`config.mk`:
```
export PLATFORM = sky130hd
export DESIGN_NAME = if_fetch_flat
export DESIGN_NICKNAME = d
export VERILOG_FILES = /design/src/rtl/if_fetch_if.sv /design/src/rtl/if_fetch.sv /design/src/flat_wrapper.sv
export SDC_FILE = /design/constraint.sdc
export NUM_CORES = 1
export LEC_CHECK = 0
export BUFFER_PORTS_ARGS = -buffer_cell sky130_fd_sc_hd__buf_2
export CORE_MARGIN = 2
export CORE_UTILIZATION = 53
export DETAILED_ROUTE_END_ITERATION = 16
export GPL_TIMING_DRIVEN = 1
export MAX_ROUTING_LAYER = met4
export PLACE_DENSITY = 0.84
export SLEW_MARGIN = 20
export SYNTH_ARGS = -nofsm -noshare
export SYNTH_HDL_FRONTEND = slang
export SYNTH_SLANG_ARGS = --single-unit
```
`constraint.sdc`:
```
create_clock -name clk -period 9.2 [get_ports clk]
set_input_delay 0.92 -clock clk [delete_from_list [all_inputs] [get_ports clk]]
set_output_delay 0.92 -clock clk [all_outputs]
set_load 0.01 [all_outputs]
```
`src/rtl/if_fetch_if.sv`:
```
// rtl/if_fetch_if.sv - instruction-memory read bus between fetch stage and memory
interface if_fetch_if;
  logic        mem_req;
  logic [31:0] mem_addr;
  logic        mem_ack;
  logic [31:0] mem_rdata;

  modport master (output mem_req, output mem_addr, input mem_ack, input mem_rdata);
  modport slave  (input mem_req, input mem_addr, output mem_ack, output mem_rdata);
endinterface

```
`src/rtl/if_fetch.sv`:
```
// rtl/if_fetch.sv - instruction fetch stage: one outstanding read, single-entry buffer, IF/ID register
module if_fetch #(
  parameter logic [31:0] NOP_INST = 32'h00000013
) (
  input  logic        clk,
  input  logic        rst,
  input  logic [31:0] pc,
  input  logic [5:0]  stall,
  input  logic        flush,
  if_fetch_if.master  mem,
  output logic        stallreq_if,
  output logic [31:0] id_pc,
  output logic [31:0] id_inst,
  output logic        id_valid
);

  typedef enum logic [1:0] {IDLE, ISSUE, REQ, READY} state_t;

  state_t      state;
  logic [31:0] addr_q;
  logic [31:0] inst_buf;
  logic        drop_q;
  logic        req_q;

  // PC freezing (stall[0]) and later-stage stall bits belong to other blocks.
  logic unused_stall;
  assign unused_stall = ^{stall[5:2], stall[0]};

  assign mem.mem_req  = req_q;
  assign mem.mem_addr = addr_q;

  always_ff @(posedge clk or posedge rst) begin
    if (rst) begin
      state       <= IDLE;
      addr_q      <= '0;
      inst_buf    <= '0;
      drop_q      <= 1'b0;
      req_q       <= 1'b0;
      stallreq_if <= 1'b1;
      id_pc       <= '0;
      id_inst     <= NOP_INST;
      id_valid    <= 1'b0;
    end else begin
      // IF/ID register: flush beats stall, stall holds, otherwise buffer or bubble.
      if (flush || (!stall[1] && state != READY)) begin
        id_pc    <= '0;
        id_inst  <= NOP_INST;
        id_valid <= 1'b0;
      end else if (!stall[1]) begin
        id_pc    <= addr_q;
        id_inst  <= inst_buf;
        id_valid <= 1'b1;
      end

      case (state)
        IDLE: begin
          state <= ISSUE;
        end
        ISSUE: begin
          if (!flush) begin
            addr_q <= pc;
            req_q  <= 1'b1;
            state  <= REQ;
          end
        end
        REQ: begin
          if (mem.mem_ack) begin
            req_q <= 1'b0;
            if (drop_q || flush) begin
              drop_q <= 1'b0;
              state  <= ISSUE;
            end else begin
              inst_buf    <= mem.mem_rdata;
              stallreq_if <= 1'b0;
              state       <= READY;
            end
          end else if (flush) begin
            // The access cannot be cancelled; remember to throw its data away.
            drop_q <= 1'b1;
          end
        end
        READY: begin
          if (flush || !stall[1]) begin
            stallreq_if <= 1'b1;
            state       <= ISSUE;
          end
        end
        default: begin
          state <= IDLE;
        end
      endcase
    end
  end

endmodule

```
`src/flat_wrapper.sv`:
```
// flat-port wrapper written by rule: the top's interface ports become plain ports
module if_fetch_flat 
#(
  parameter logic [31:0] NOP_INST = 32'h00000013
)
  (clk, rst, pc, stall, flush, stallreq_if, id_pc, id_inst, id_valid, mem_mem_req, mem_mem_addr, mem_mem_ack, mem_mem_rdata);
  if_fetch_if mem_i ();
  input  logic clk;
  input  logic rst;
  input  logic [31:0] pc;
  input  logic [5:0] stall;
  input  logic flush;
  output logic stallreq_if;
  output logic [31:0] id_pc;
  output logic [31:0] id_inst;
  output logic id_valid;
  output wire logic [$bits(mem_i.mem_req)-1:0] mem_mem_req;
  output wire logic [$bits(mem_i.mem_addr)-1:0] mem_mem_addr;
  input wire logic [$bits(mem_i.mem_ack)-1:0] mem_mem_ack;
  input wire logic [$bits(mem_i.mem_rdata)-1:0] mem_mem_rdata;
  assign mem_mem_req = mem_i.mem_req;
  assign mem_mem_addr = mem_i.mem_addr;
  assign mem_i.mem_ack = mem_mem_ack;
  assign mem_i.mem_rdata = mem_mem_rdata;
  if_fetch #(.NOP_INST(NOP_INST)) u_core (.clk(clk), .rst(rst), .pc(pc), .stall(stall), .flush(flush), .mem(mem_i), .stallreq_if(stallreq_if), .id_pc(id_pc), .id_inst(id_inst), .id_valid(id_valid));
endmodule
```
# [Word-level counts from Yosys, hierarchy flattened]
# Index checks and enable logic that the tools add are counted.
# Widths: inputs -> output; s select.
[classes] reduce_logical=15 n_mux=21 bitwise_logic=2 n_eq_ne=10
[ops] cell="$mux 32" n=4
[ops] cell="$reduce_and 3->1" n=4
[ops] cell="$mux 1" n=10
[ops] cell="$mux 2" n=4
[ops] cell="$ne 2x2->1 const B" n=4
[ops] cell="$pmux 2 s4" n=1
[ops] cell="$ne 2x1->1 const B" n=3
[ops] cell="$reduce_bool 2->1" n=3
[ops] cell="$eq 2x2->1 const B" n=2
[ops] cell="$pmux 1 s2" n=2
[ops] cell="$reduce_and 4->1" n=1
[ops] cell="$logic_or 1x1->1" n=3
[ops] cell="$eq 2x1->1 const B" n=1
[ops] cell="$logic_not 2->1" n=1
[ops] cell="$not 1->1" n=2
[ops] cell="$reduce_and 2->1" n=1
[ops] cell="$logic_and 1x1->1" n=1
[ops] cell="$logic_not 1->1" n=1
[word_totals] elab_cells=57 input_bits=74 ff_bits=134 out_inout_bits=99

# [Depth between registers and ports, before layout]
# Gate-level depths: netlist (run 1).
[depth] ltp_word=4 depth_mapped=6 ltp_nobuf=5

# [Least setup slack after synthesis (run 1)]
# OpenSTA, ideal clock, no wires.
[synth_path] path_type="input to register" startpoint="input mem_mem_ack" endpoint="register u_core.inst_buf[10]" path_buffers=1 setup_time_ns=0.125 setup_slack_ns=7.328 arrival_time_ns=1.747 required_time_ns=9.075 stages=4 path_cell_list="nand2_1 > nor3_2 > buf_4 > mux2_2"
[synth_between] elab_chain_cells=1
[synth_rtl] item="start, declared" line_no="flat_wrapper.sv:19" text="input wire logic [$bits(mem_i.mem_ack)-1:0] mem_mem_ack;"
[synth_rtl] item="$reduce_and 3->1 (no line)"
[synth_rtl] item="end signal, assigned" line_no="if_fetch.sv:73" text="inst_buf <= mem.mem_rdata;"
[synth_rtl] item="end, declared" line_no="if_fetch.sv:21" text="logic [31:0] inst_buf;"
# Every way passes these cells.
# A chain may end at the register's enable or synchronous reset.

# [Final worst setup path (run 1)]
[layout_path] startpoint="register u_core.state[0]" endpoint="register u_core.inst_buf[19]"
[layout_between] elab_chain_cells=2
[layout_rtl] item="start, declared" line_no="if_fetch.sv:19" text="state_t state;"
[layout_rtl] item="start signal, assigned" line_no="if_fetch.sv:34" text="state <= IDLE;"
[layout_rtl] item="start signal, assigned" line_no="if_fetch.sv:57" text="state <= ISSUE;"
[layout_rtl] item="start signal, assigned" line_no="if_fetch.sv:63" text="state <= REQ;"
[layout_rtl] item="$eq 2x2->1" line_no="if_fetch.sv:55" text="case (state)"
[layout_rtl] item="$reduce_and 3->1 (no line)"
# Every way passes these cells.

==> results of run 1 <==
## state kept, by name, indices dropped and copies added (netlist names), 2 cells and up
register,cells
u_core.id_pc,32
u_core.state,2
u_core.id_inst,32
u_core.inst_buf,32
u_core.mem.mem_addr,32
## cell usage in the layout, fill, tap and decap left out, types with 2 or more instances in the layout
master / n
dfstp_2: 4
clkinvlp_4: 4
mux2_1: 4
nor3b_1: 2
ha_1: 5
o21bai_1: 2
a21oi_1: 4
buf_4: 5
nand2_1: 4
o22a_1: 3
mux2_2: 60
inv_6: 3
bufinv_16: 2
buf_2: 167
mux2i_1: 2
inv_1: 2
nor2b_1: 3
dfrtp_1: 130
a22o_1: 61
clkinv_4: 3
clkbuf_8: 3
clkbuf_16: 16
## final cells by class
| class | count | area (um^2) | area share, % |
|---|---|---|---|
| tap | 129 | 161 | 2.47 |
| timing repair buffer | 172 | 873 | 13.3 |
| clock inverter | 13 | 148 | 2.26 |
| clock buffer | 19 | 442 | 6.75 |
| sequential | 134 | 3360 | 51.3 |
| multi-input combinational | 162 | 1550 | 23.7 |
| inverter | 3 | 13.8 | 0.210 |
## stage by stage
step	setup slack, ns	hold slack (ns)	cells	power, mW	utilization, %
6_report	6.95	0.486	632	1.97	70.8
3_3_place_gp	6.72	0.462	600	1.29	64.5
3_5_place_dp	6.68	0.476	600	1.32	64.5
2_1_floorplan	4.70	0.458	321	1.14	-
5_1_grt	6.81	0.506	632	2.07	70.8
4_1_cts	6.96	0.487	632	1.99	70.8
## power breakdown
group          switching [mW]  total [mW]  internal, mW  leakage [nW]
Combinational           0.211       0.446         0.235          1.38
Clock                   0.255       0.658         0.403         0.277
Sequential              0.106       0.863         0.757          1.73
## final timing paths
kind	start	to	depth (start not counted)
max	u_core.state[0]$_DFFE_PP0P_	u_core.inst_buf[19]$_DFFE_PP0P_	6
min	u_core.inst_buf[26]$_DFFE_PP0P_	u_core.id_inst[26]$_DFFE_PP0P_	1
max reg2reg	u_core.state[0]$_DFFE_PP0P_	u_core.inst_buf[19]$_DFFE_PP0P_	6
min reg2reg	u_core.inst_buf[26]$_DFFE_PP0P_	u_core.id_inst[26]$_DFFE_PP0P_	1
max in group asynchronous	rst	u_core.mem.mem_addr[10]$_DFFE_PP0P_	3
min in group asynchronous	rst	u_core.inst_buf[25]$_DFFE_PP0P_	2
## logic make-up after synthesis
| family | Yosys count |
|---|---|
| AOI/OAI and AO/OA | 74 |
| DFF | 134 |
| buffers and inverters | 25 |
| and+or+nand+nor | 17 |
| muxes | 66 |
| adders and majority gates | 5 |
## worst reg2reg max path: stages, from the launching register on
cell	delay, ns
dfrtp_1	0.43
inv_1	0.13
ha_1	0.25
nand2_1	0.11
nor3_4	0.41
buf_4	0.42
mux2_2	0.39
## routing by layer
metal	track usage, %	vias to the layer above	share of wire (%)
met4	10.3	0	2.7
met5	-	-	0
met1	28.6	1707	42
li1	-	1528	-
met3	4.21	30	4.1
met2	34.4	116	51
==> results.py, run 1 <==
metrics = {
    "status": {
        "outcome": "finished clean",
    },
    "worst_setup_path": {
        "critical_path.top_delay_family": "buffers and inverters",
        "critPathLaunchType": "flop",
        "cp.required_ns": 9.57,
        "max_stage_delay_ns": 0.43,
        "slowest_stage": "dfrtp_1",
        "end_kind": "flop",
        "crit_buf_inv": 2,
        "cp.arrival_ns": 2.62,
        "reg2reg_slack_ns": 6.95,
        "cp_cell_sequence": "inv_1, ha_1, nand2_1, nor3_4, buf_4, mux2_2",
        "critPathMaxFanout": 23,
        "critical_path_class": "flop to flop",
    },
    "cells_and_area": {
        "nets": 569,
        "design_area_mm2": 0.00655,
        "layout-drive-gt1-share_pct": 54.5,
        "diodes": 0,
        "fillers": 650,
        "syn_to_final_growth_pct": 29.3,
    },
    "pwr": {
        "ir_drop_uv": 166,
        "p_leak_nw": 3.39,
        "p_per_area_mw_per_mm2": 301,
    },
    "synth": {
        "synth_edf_count": 0,
        "yosysMostFrequentCell": "dfrtp_1",
        "synth_commonest_cells": "dfrtp_1, a22o_1, mux2_2",
        "netlist_instances": 321,
        "avgSynthCellArea_um2": 15.8,
        "syn_nets": 400,
        "ys_ff_latch": 134,
        "synth.yosys.seq_area_share_pct": 66.4,
        "synth_top_family_by_area": "multiplexers",
        "synth_fa_ha_area_share_pct": 1.24,
        "synth_top_area_share_pct": 64.3,
        "ys_async_sr_fraction_pct": 100,
        "synth_xor_area_share_pct": 0,
        "yosys-mux-area-fraction_pct": 14.6,
        "synth-compound-area-share_pct": 12.4,
        "synth_area_mm2": 0.00506,
        "synth_ff_type": "dfrtp_1",
        "ys_types": 28,
        "synth_area_leader_cell": "dfrtp_1",
        "ys_warn_count": 0,
        "synthTopCellsByArea": "dfrtp_1, mux2_2, a22o_1",
        "synth-simple-area-share_pct": 2.00,
    },
    "sta": {
        "max_freq_mhz": 444,
        "fin_skew_ns": 0.00978,
        "min_period_ns": 2.25,
        "rsz0062_at_grt": "no",
        "tightestPinTransition_ns": 0.815,
        "hold_viol": 0,
        "drv_slew": 0,
        "setup_tns_ns": 0,
        "period_share_pct": 24.5,
        "slew_headroom_pct": 45.7,
        "setup_viol": 0,
    },
    "clocking": {
        "htree_levels": 4,
        "numCtsBuffers": 17,
        "clockBufferDepth": 2,
        "holdBufCountCts": 0,
        "cts_sinks": 134,
        "tritoncts": "yes",
        "clk_latency_ns": 0.50,
        "cts_setup_buffers": 0,
        "cts-root-buf": "clkbuf_8",
        "cts_resized": 0,
        "clk_pin_slew_ns": 0.06,
    },
    "floorplan": {
        "core_area_mm2": 0.00924,
        "rows": 35,
        "num_io_pins": 173,
        "die_h_um": 102,
        "die-area_mm2": 0.0103,
        "initial_utilization_pct": 54.8,
        "die_x_um": 102,
    },
    "placement": {
        "dp_hpwl_um": 7250,
        "gp_congestion": 0.787,
        "portBuffers": 167,
        "placed_cell_area_mm2": 0.00596,
    },
    "routing": {
        "vias_per_cell": 5.35,
        "final_antenna_net_count": 0,
        "wl_per_cell_um": 17.2,
        "drt_first_iter_violations": 101,
        "num_vias": 3381,
        "routed_wl_um": 10900,
        "dr.pass1.iters": 4,
        "drc_errors": 0,
    },
    "min_path": {
        "hp-class": "flop to flop",
    },
    "global_route": {
        "grt_overflow": 0,
        "grt_pass1_vias": 3514,
        "grt_start_max_net_pins": 69,
        "grt_pass1_wl_um": 17100,
        "grt.total_usage_pct": 22.2,
        "grt_antenna_before_repair": 0,
    },
    "run": {
        "cap_violations": 0,
    },
}
Power figures use the tool's default switching activity.
==> run 2, diff against run 1 <==
--- a/config.mk
+++ b/config.mk
@@ -7,11 +7,11 @@
 export LEC_CHECK = 0
 export BUFFER_PORTS_ARGS = -buffer_cell sky130_fd_sc_hd__buf_2
 export CORE_MARGIN = 2
-export CORE_UTILIZATION = 53
+export CORE_UTILIZATION = 50
 export DETAILED_ROUTE_END_ITERATION = 16
 export GPL_TIMING_DRIVEN = 1
 export MAX_ROUTING_LAYER = met4
-export PLACE_DENSITY = 0.84
+export PLACE_DENSITY = 0.8
 export SLEW_MARGIN = 20
 export SYNTH_ARGS = -nofsm -noshare
 export SYNTH_HDL_FRONTEND = slang
==> constraint.sdc (replaced) <==
create_clock -name clk -period 2.1 [get_ports clk]
set_input_delay 0.21 -clock clk [delete_from_list [all_inputs] [get_ports clk]]
set_output_delay 0.21 -clock clk [all_outputs]
set_load 0.01 [all_outputs]
==> run 2 against run 1 <==
Clock skew barely moved. Sequential power rose to 4.4 times the previous value. Final cell count rose by 11%. Fmax is 25% higher. Non-clock buffer count grew 68. Via count is 7.8% higher. First-iteration DRC count grew 75%. Die area grew 5.8%. Flip-flop and latch count unchanged. Highest routed layer unchanged. Final area grew 12%. Clock power grew to 4.9 times the previous value. Global-route usage is 1.9 points higher.
==> results.py, run 2 (synthesis results as in run 1) <==
metrics = {
    "worst_setup_path": {
        "critPathLaunchType": "flop",
        "ff2ff_path_depth": 6,
        "critPathMaxFanout": 32,
        "cp.required_ns": 2.47,
        "crit_cells": 6,
        "slowest_stage": "dfrtp_1",
        "critical_path_class": "flop to flop",
        "end_kind": "flop",
        "cp.arrival_ns": 2.18,
        "rr_startpoint": "u_core.state[0]$_DFFE_PP0P_",
        "crit_buf_inv": 2,
        "critical_path.top_delay_family": "flip-flops",
        "max_stage_delay_ns": 0.42,
        "cp_cell_sequence": "inv_1, ha_1, nand2_1, nor3_4, buf_12, mux2_2",
        "cp-startpoint": "u_core.state[0]$_DFFE_PP0P_",
    },
    "routing": {
        "drc_errors": 0,
        "top_layer_used": "met4",
        "wl_per_cell_um": 17.5,
        "wl_met1_um": 5040,
        "wl_met3_um": 442,
        "drt_first_iter_violations": 177,
        "num_vias": 3646,
        "vias_per_cell": 5.19,
        "dr.pass1.iters": 6,
        "wl_met2_um": 6590,
        "routed_wl_um": 12300,
        "final_antenna_net_count": 0,
    },
    "placement": {
        "placed_cell_area_mm2": 0.00602,
        "gp_congestion": 0.754,
        "place_ws_ns": 0.341,
        "portBuffers": 167,
        "dp_hpwl_um": 6980,
    },
    "cells_and_area": {
        "fillers": 642,
        "nets": 637,
        "most-common-layout-cells": "buf_2, dfrtp_1, dlygate4sd3_1",
        "syn_to_final_growth_pct": 44.9,
        "design_area_mm2": 0.00733,
        "final_common_cell": "buf_2",
        "layout-drive-gt1-share_pct": 48.1,
        "diodes": 0,
    },
    "clocking": {
        "clk_latency_ns": 0.50,
        "cts_setup_buffers": 0,
        "cts_sinks": 134,
        "tritoncts": "yes",
        "cts-root-buf": "clkbuf_8",
        "numCtsBuffers": 17,
        "htree_levels": 4,
        "clk_pin_slew_ns": 0.06,
        "clockBufferDepth": 2,
    },
    "pwr": {
        "p_per_area_mw_per_mm2": 1250,
        "p_leak_nw": 3.72,
        "ir_drop_uv": 777,
    },
    "global_route": {
        "grt_antenna_before_repair": 0,
        "grt_start_max_net_pins": 135,
        "grt_overflow": 0,
        "grt.total_usage_pct": 24.1,
        "grt_pass1_wl_um": 20100,
        "grt_pass1_vias": 3951,
    },
    "floorplan": {
        "core_area_mm2": 0.00982,
        "die_x_um": 105,
        "initial_utilization_pct": 51.5,
        "rows": 36,
        "die_h_um": 105,
        "num_io_pins": 173,
        "die-area_mm2": 0.0109,
    },
    "min_path": {
        "holdCritStartpoint": "stall[1]",
        "hp-class": "input port to flop",
        "whs_path_depth": 4,
    },
    "sta": {
        "min_period_ns": 1.81,
        "slew_headroom_pct": 53.0,
        "setup_tns_ns": 0,
        "period_share_pct": 86.1,
        "hold_viol": 0,
        "setup_viol": 0,
        "rsz0062_at_grt": "no",
        "drv_slew": 0,
        "fin_skew_ns": 0.00955,
        "postLayoutSetupSlackWorst_ns": 0.292,
        "max_freq_mhz": 553,
        "tightestPinTransition_ns": 0.706,
        "finalHoldWorstSlack_ns": 0.138,
    },
    "run": {
        "cap_violations": 0,
    },
    "status": {
        "outcome": "finished clean",
    },
}
run 2: power breakdown:
group / internal, mW / switching [mW] / total, mW
combinational: 1.14 / 0.969 / 2.11
sequential: 3.32 / 0.489 / 3.81
clock: 2.15 / 1.08 / 3.23
run 2: routing by layer:
| metal | vias up | global-route usage, % |
|---|---|---|
| met3 | 16 | 5.68 |
| met2 | 109 | 40.4 |
| li1 | 1657 | - |
| met5 | - | - |
| met4 | 0 | 8.29 |
| met1 | 1864 | 28.8 |
run 2: area by class of cell:
type | instances | area [um^2] | area share (%)
Clock buffer | 21 | 459 | 6.26
Clock inverter | 10 | 193 | 2.63
Inverter | 3 | 15.0 | 0.205
Multi-Input combinational cell | 162 | 1550 | 21.2
Sequential cell | 134 | 3360 | 45.8
Tap cell | 133 | 166 | 2.27
Timing Repair Buffer | 240 | 1590 | 21.6
run 2: path summary, 6_finish.rpt:
path	end	slack [ns]
setup / recovery	u_core.inst_buf[21]$_DFFE_PP0P_	0.29
hold / removal	u_core.id_valid$_DFFE_PP0P_	0.14
setup reg to reg	u_core.inst_buf[21]$_DFFE_PP0P_	0.29
hold reg to reg	u_core.id_valid$_DFFE_PP0P_	0.48
max in group asynchronous	u_core.state[1]$_DFFE_PP0P_	1.11
min in group asynchronous	u_core.inst_buf[7]$_DFFE_PP0P_	0.44
run 2: repair_timing:
item,4_1_cts,5_1_grt
endpoints found under the hold margin,195,0
resized for setup,0,0
hold buffers,66,0
run 2: metrics by stage:
step	power (mW)	util, %	std cells
final	9.14	74.7	703
after global routing	9.59	74.7	703
after CTS	9.17	74.7	703
after detailed placement	5.82	61.3	606
after global placement	5.70	61.3	606
after floorplan	5.01	-	321
run 2: worst register-to-register path, stage by stage (launching register included):
cell and delay (ns):
dfrtp_1 0.42, inv_1 0.11, ha_1 0.25, nand2_1 0.11, nor3_4 0.16, buf_12 0.24
mux2_2 0.40
==> run 3, diff against run 2 <==
--- a/config.mk
+++ b/config.mk
@@ -5,13 +5,14 @@
 export SDC_FILE = /design/constraint.sdc
 export NUM_CORES = 1
 export LEC_CHECK = 0
+export ABC_AREA = 1
 export BUFFER_PORTS_ARGS = -buffer_cell sky130_fd_sc_hd__buf_2
 export CORE_MARGIN = 2
 export CORE_UTILIZATION = 50
 export DETAILED_ROUTE_END_ITERATION = 16
 export GPL_TIMING_DRIVEN = 1
 export MAX_ROUTING_LAYER = met4
-export PLACE_DENSITY = 0.8
+export PLACE_DENSITY = 0.79
 export SLEW_MARGIN = 20
 export SYNTH_ARGS = -nofsm -noshare
 export SYNTH_HDL_FRONTEND = slang
==> run 3 against run 2 <==
Clock power barely moved. Flip-flop and latch count unchanged. Count of clock-buffer cells in the layout did not move. Clock skew down 0.0031 ns. Area after synthesis increased by 4.4%. Via count is 36% higher. Final area rose by 3.4%. Non-clock buffer count up 2. Largest cell class unchanged. Largest power group unchanged. Highest routed layer unchanged.
==> results.py, run 3 <==
metrics = {
    "cells_and_area": {
        "syn_to_final_growth_pct": 43.6,
        "nets": 907,
        "fin_cells": 979,
        "utilization_pct": 73.8,
        "layout-drive-gt1-share_pct": 26.2,
        "most-common-layout-cells": "nand2_1, buf_2, dfrtp_1",
        "final_common_cell": "nand2_1",
    },
    "worst_setup_path": {
        "cp.arrival_ns": 2.04,
        "cp.required_ns": 2.54,
        "critPathMaxFanout": 24,
        "end_kind": "flop",
        "critPathLaunchType": "flop",
        "critical_path_class": "flop to flop",
    },
    "global_route": {
        "grt_start_max_net_pins": 135,
        "grt_overflow": 0,
        "grt.total_usage_pct": 27.4,
        "grt_pass1_wl_um": 23800,
        "grt_antenna_before_repair": 2,
        "grt_pass1_vias": 4979,
    },
    "sta": {
        "max_freq_mhz": 625,
        "rsz0062_at_grt": "no",
        "setup_viol": 0,
        "fin_skew_ns": 0.00643,
        "finalHoldWorstSlack_ns": 0.0842,
        "tightestPinTransition_ns": 0.723,
        "min_period_ns": 1.60,
        "setup_tns_ns": 0,
        "slew_headroom_pct": 51.8,
        "drv_slew": 0,
        "period_share_pct": 76.2,
        "hold_viol": 0,
    },
    "clocking": {
        "clockBufferDepth": 2,
        "tritoncts": "yes",
        "htree_levels": 4,
        "clk_latency_ns": 0.51,
        "cts-root-buf": "clkbuf_8",
        "numCtsBuffers": 17,
        "cts_setup_buffers": 0,
        "cts_resized": 0,
        "cts_sinks": 134,
        "clk_pin_slew_ns": 0.06,
    },
    "placement": {
        "place_inst": 880,
        "portBuffers": 167,
        "dp_hpwl_um": 8380,
        "gp_congestion": 0.791,
    },
    "synth": {
        "syn_nets": 677,
        "synth_area_leader_cell": "dfrtp_1",
        "synth_commonest_cells": "nand2_1, dfrtp_1, nand3_1",
        "synth_top_area_share_pct": 61.6,
        "ys_warn_count": 0,
        "yosysMostFrequentCell": "nand2_1",
        "synth.yosys.seq_area_share_pct": 63.6,
        "avgSynthCellArea_um2": 8.83,
        "synth_edf_count": 0,
        "synthTopCellsByArea": "dfrtp_1, nand2_1, nand3_1",
        "synth_area_mm2": 0.00528,
        "synth_ff_type": "dfrtp_1",
        "netlist_instances": 598,
        "ys_types": 18,
        "ys_async_sr_fraction_pct": 100,
        "ys_ff_latch": 134,
    },
    "pwr": {
        "p_clk_share_pct": 36.0,
        "p_leak_nw": 4.39,
        "p_per_area_mw_per_mm2": 1190,
        "seqPwrFrac_pct": 41.0,
        "combPwrFrac_pct": 23.0,
        "power_switching_mw": 2.79,
        "p_sw_share_pct": 30.9,
        "power.internal_mw": 6.23,
        "ir_drop_uv": 616,
    },
    "routing": {
        "wl_met1_um": 5730,
        "drt_first_iter_violations": 458,
        "top_layer_used": "met4",
        "wl_met3_um": 1330,
        "drc_errors": 0,
        "final_antenna_net_count": 0,
        "dr.pass1.iters": 5,
        "num_vias": 4972,
        "wl_met2_um": 7080,
        "wl_per_cell_um": 14.8,
        "vias_per_cell": 5.08,
        "routed_wl_um": 14500,
    },
    "floorplan": {
        "die_h_um": 107,
        "die_x_um": 107,
        "num_io_pins": 173,
        "rows": 37,
        "core_area_mm2": 0.0103,
        "die-area_mm2": 0.0114,
        "initial_utilization_pct": 51.4,
    },
    "status": {
        "outcome": "finished clean",
    },
    "min_path": {
        "hp-class": "input port to flop",
    },
    "run": {
        "cap_violations": 0,
    },
}
[run 3: worst max-delay path, stage by stage (launching register included)]
cell	delay [ns]
dfrtp_1	0.42
inv_1	0.10
ha_1	0.25
nand2_1	0.07
clkinv_1	0.07
nand2_1	0.27
buf_12	0.21
nand2_1	0.08
nand2_1	0.07
[run 3: layout make-up]
| cell class | instances | area, um^2 |
|---|---|---|
| repair buffers | 242 | 1600 |
| flip-flops and latches | 134 | 3360 |
| diodes | 2 | 5.00 |
| well taps | 136 | 170 |
| multi-input cells | 417 | 1730 |
| inverters | 16 | 63.8 |
| fillers | 735 | 2690 |
| clock buffers | 21 | 469 |
| clock inverters | 11 | 194 |
[run 3: final timing paths]
kind / start / end / slack (ns) / cells after the start
worst min register to register: u_core.stallreq_if$_DFFE_PP1P_ / u_core.stallreq_if$_DFFE_PP1P_ / 0.46 / 2
worst max-delay path: u_core.state[0]$_DFFE_PP0P_ / u_core.inst_buf[21]$_DFFE_PP0P_ / 0.50 / 8
max in group asynchronous: rst / u_core.id_pc[11]$_DFFE_PP0P_ / 1.12 / 4
min in group asynchronous: rst / u_core.mem.mem_addr[21]$_DFFE_PP0P_ / 0.41 / 4
worst max register to register: u_core.state[0]$_DFFE_PP0P_ / u_core.inst_buf[21]$_DFFE_PP0P_ / 0.50 / 8
worst min-delay path: stall[1] / u_core.id_valid$_DFFE_PP0P_ / 0.08 / 4
[run 3: cells by family (layout without fill, tap and decap cells)]
group / count (synthesis) / in the layout / synth area share, %
simple gates: 406 / 406 / 30.7
other cells: 0 / 2 / 0
flops: 134 / 134 / 63.6
compound gates: 6 / 6 / 0.639
fa+ha+maj: 5 / 5 / 1.18
buf+inv: 47 / 290 / 3.86
[run 3: power by group through the flow]
stage / registers, mW / logic (mW) / clock network, mW
5_1_grt: 3.78 / 2.34 / 3.42
4_1_cts: 3.69 / 2.06 / 3.32
2_1_floorplan: 3.84 / 1.02 / 0
3_5_place_dp: 3.73 / 1.95 / 0
3_3_place_gp: 3.69 / 1.87 / 0
6_report: 3.70 / 2.08 / 3.25
[run 3: routing by layer]
layer	GRT usage (%)	vias to the layer above
met5	-	-
met4	10.5	0
met3	7.78	33
met2	44.0	272
met1	33.0	2345
li1	-	2322
[run 3: repair_timing]
action,in CTS,in global routing
hold buffers,65,0
endpoints found under the setup margin,0,0
hold endpoints to repair,194,0
[run 3: metrics by stage]
step	power, mW	setup slack, ns	area (um^2)
2_1_floorplan	4.86	0.228	5290
3_3_place_gp	5.57	0.590	6270
3_5_place_dp	5.68	0.534	6270
4_1_cts	9.07	0.492	7580
5_1_grt	9.54	0.350	7580
6_report	9.03	0.501	7580
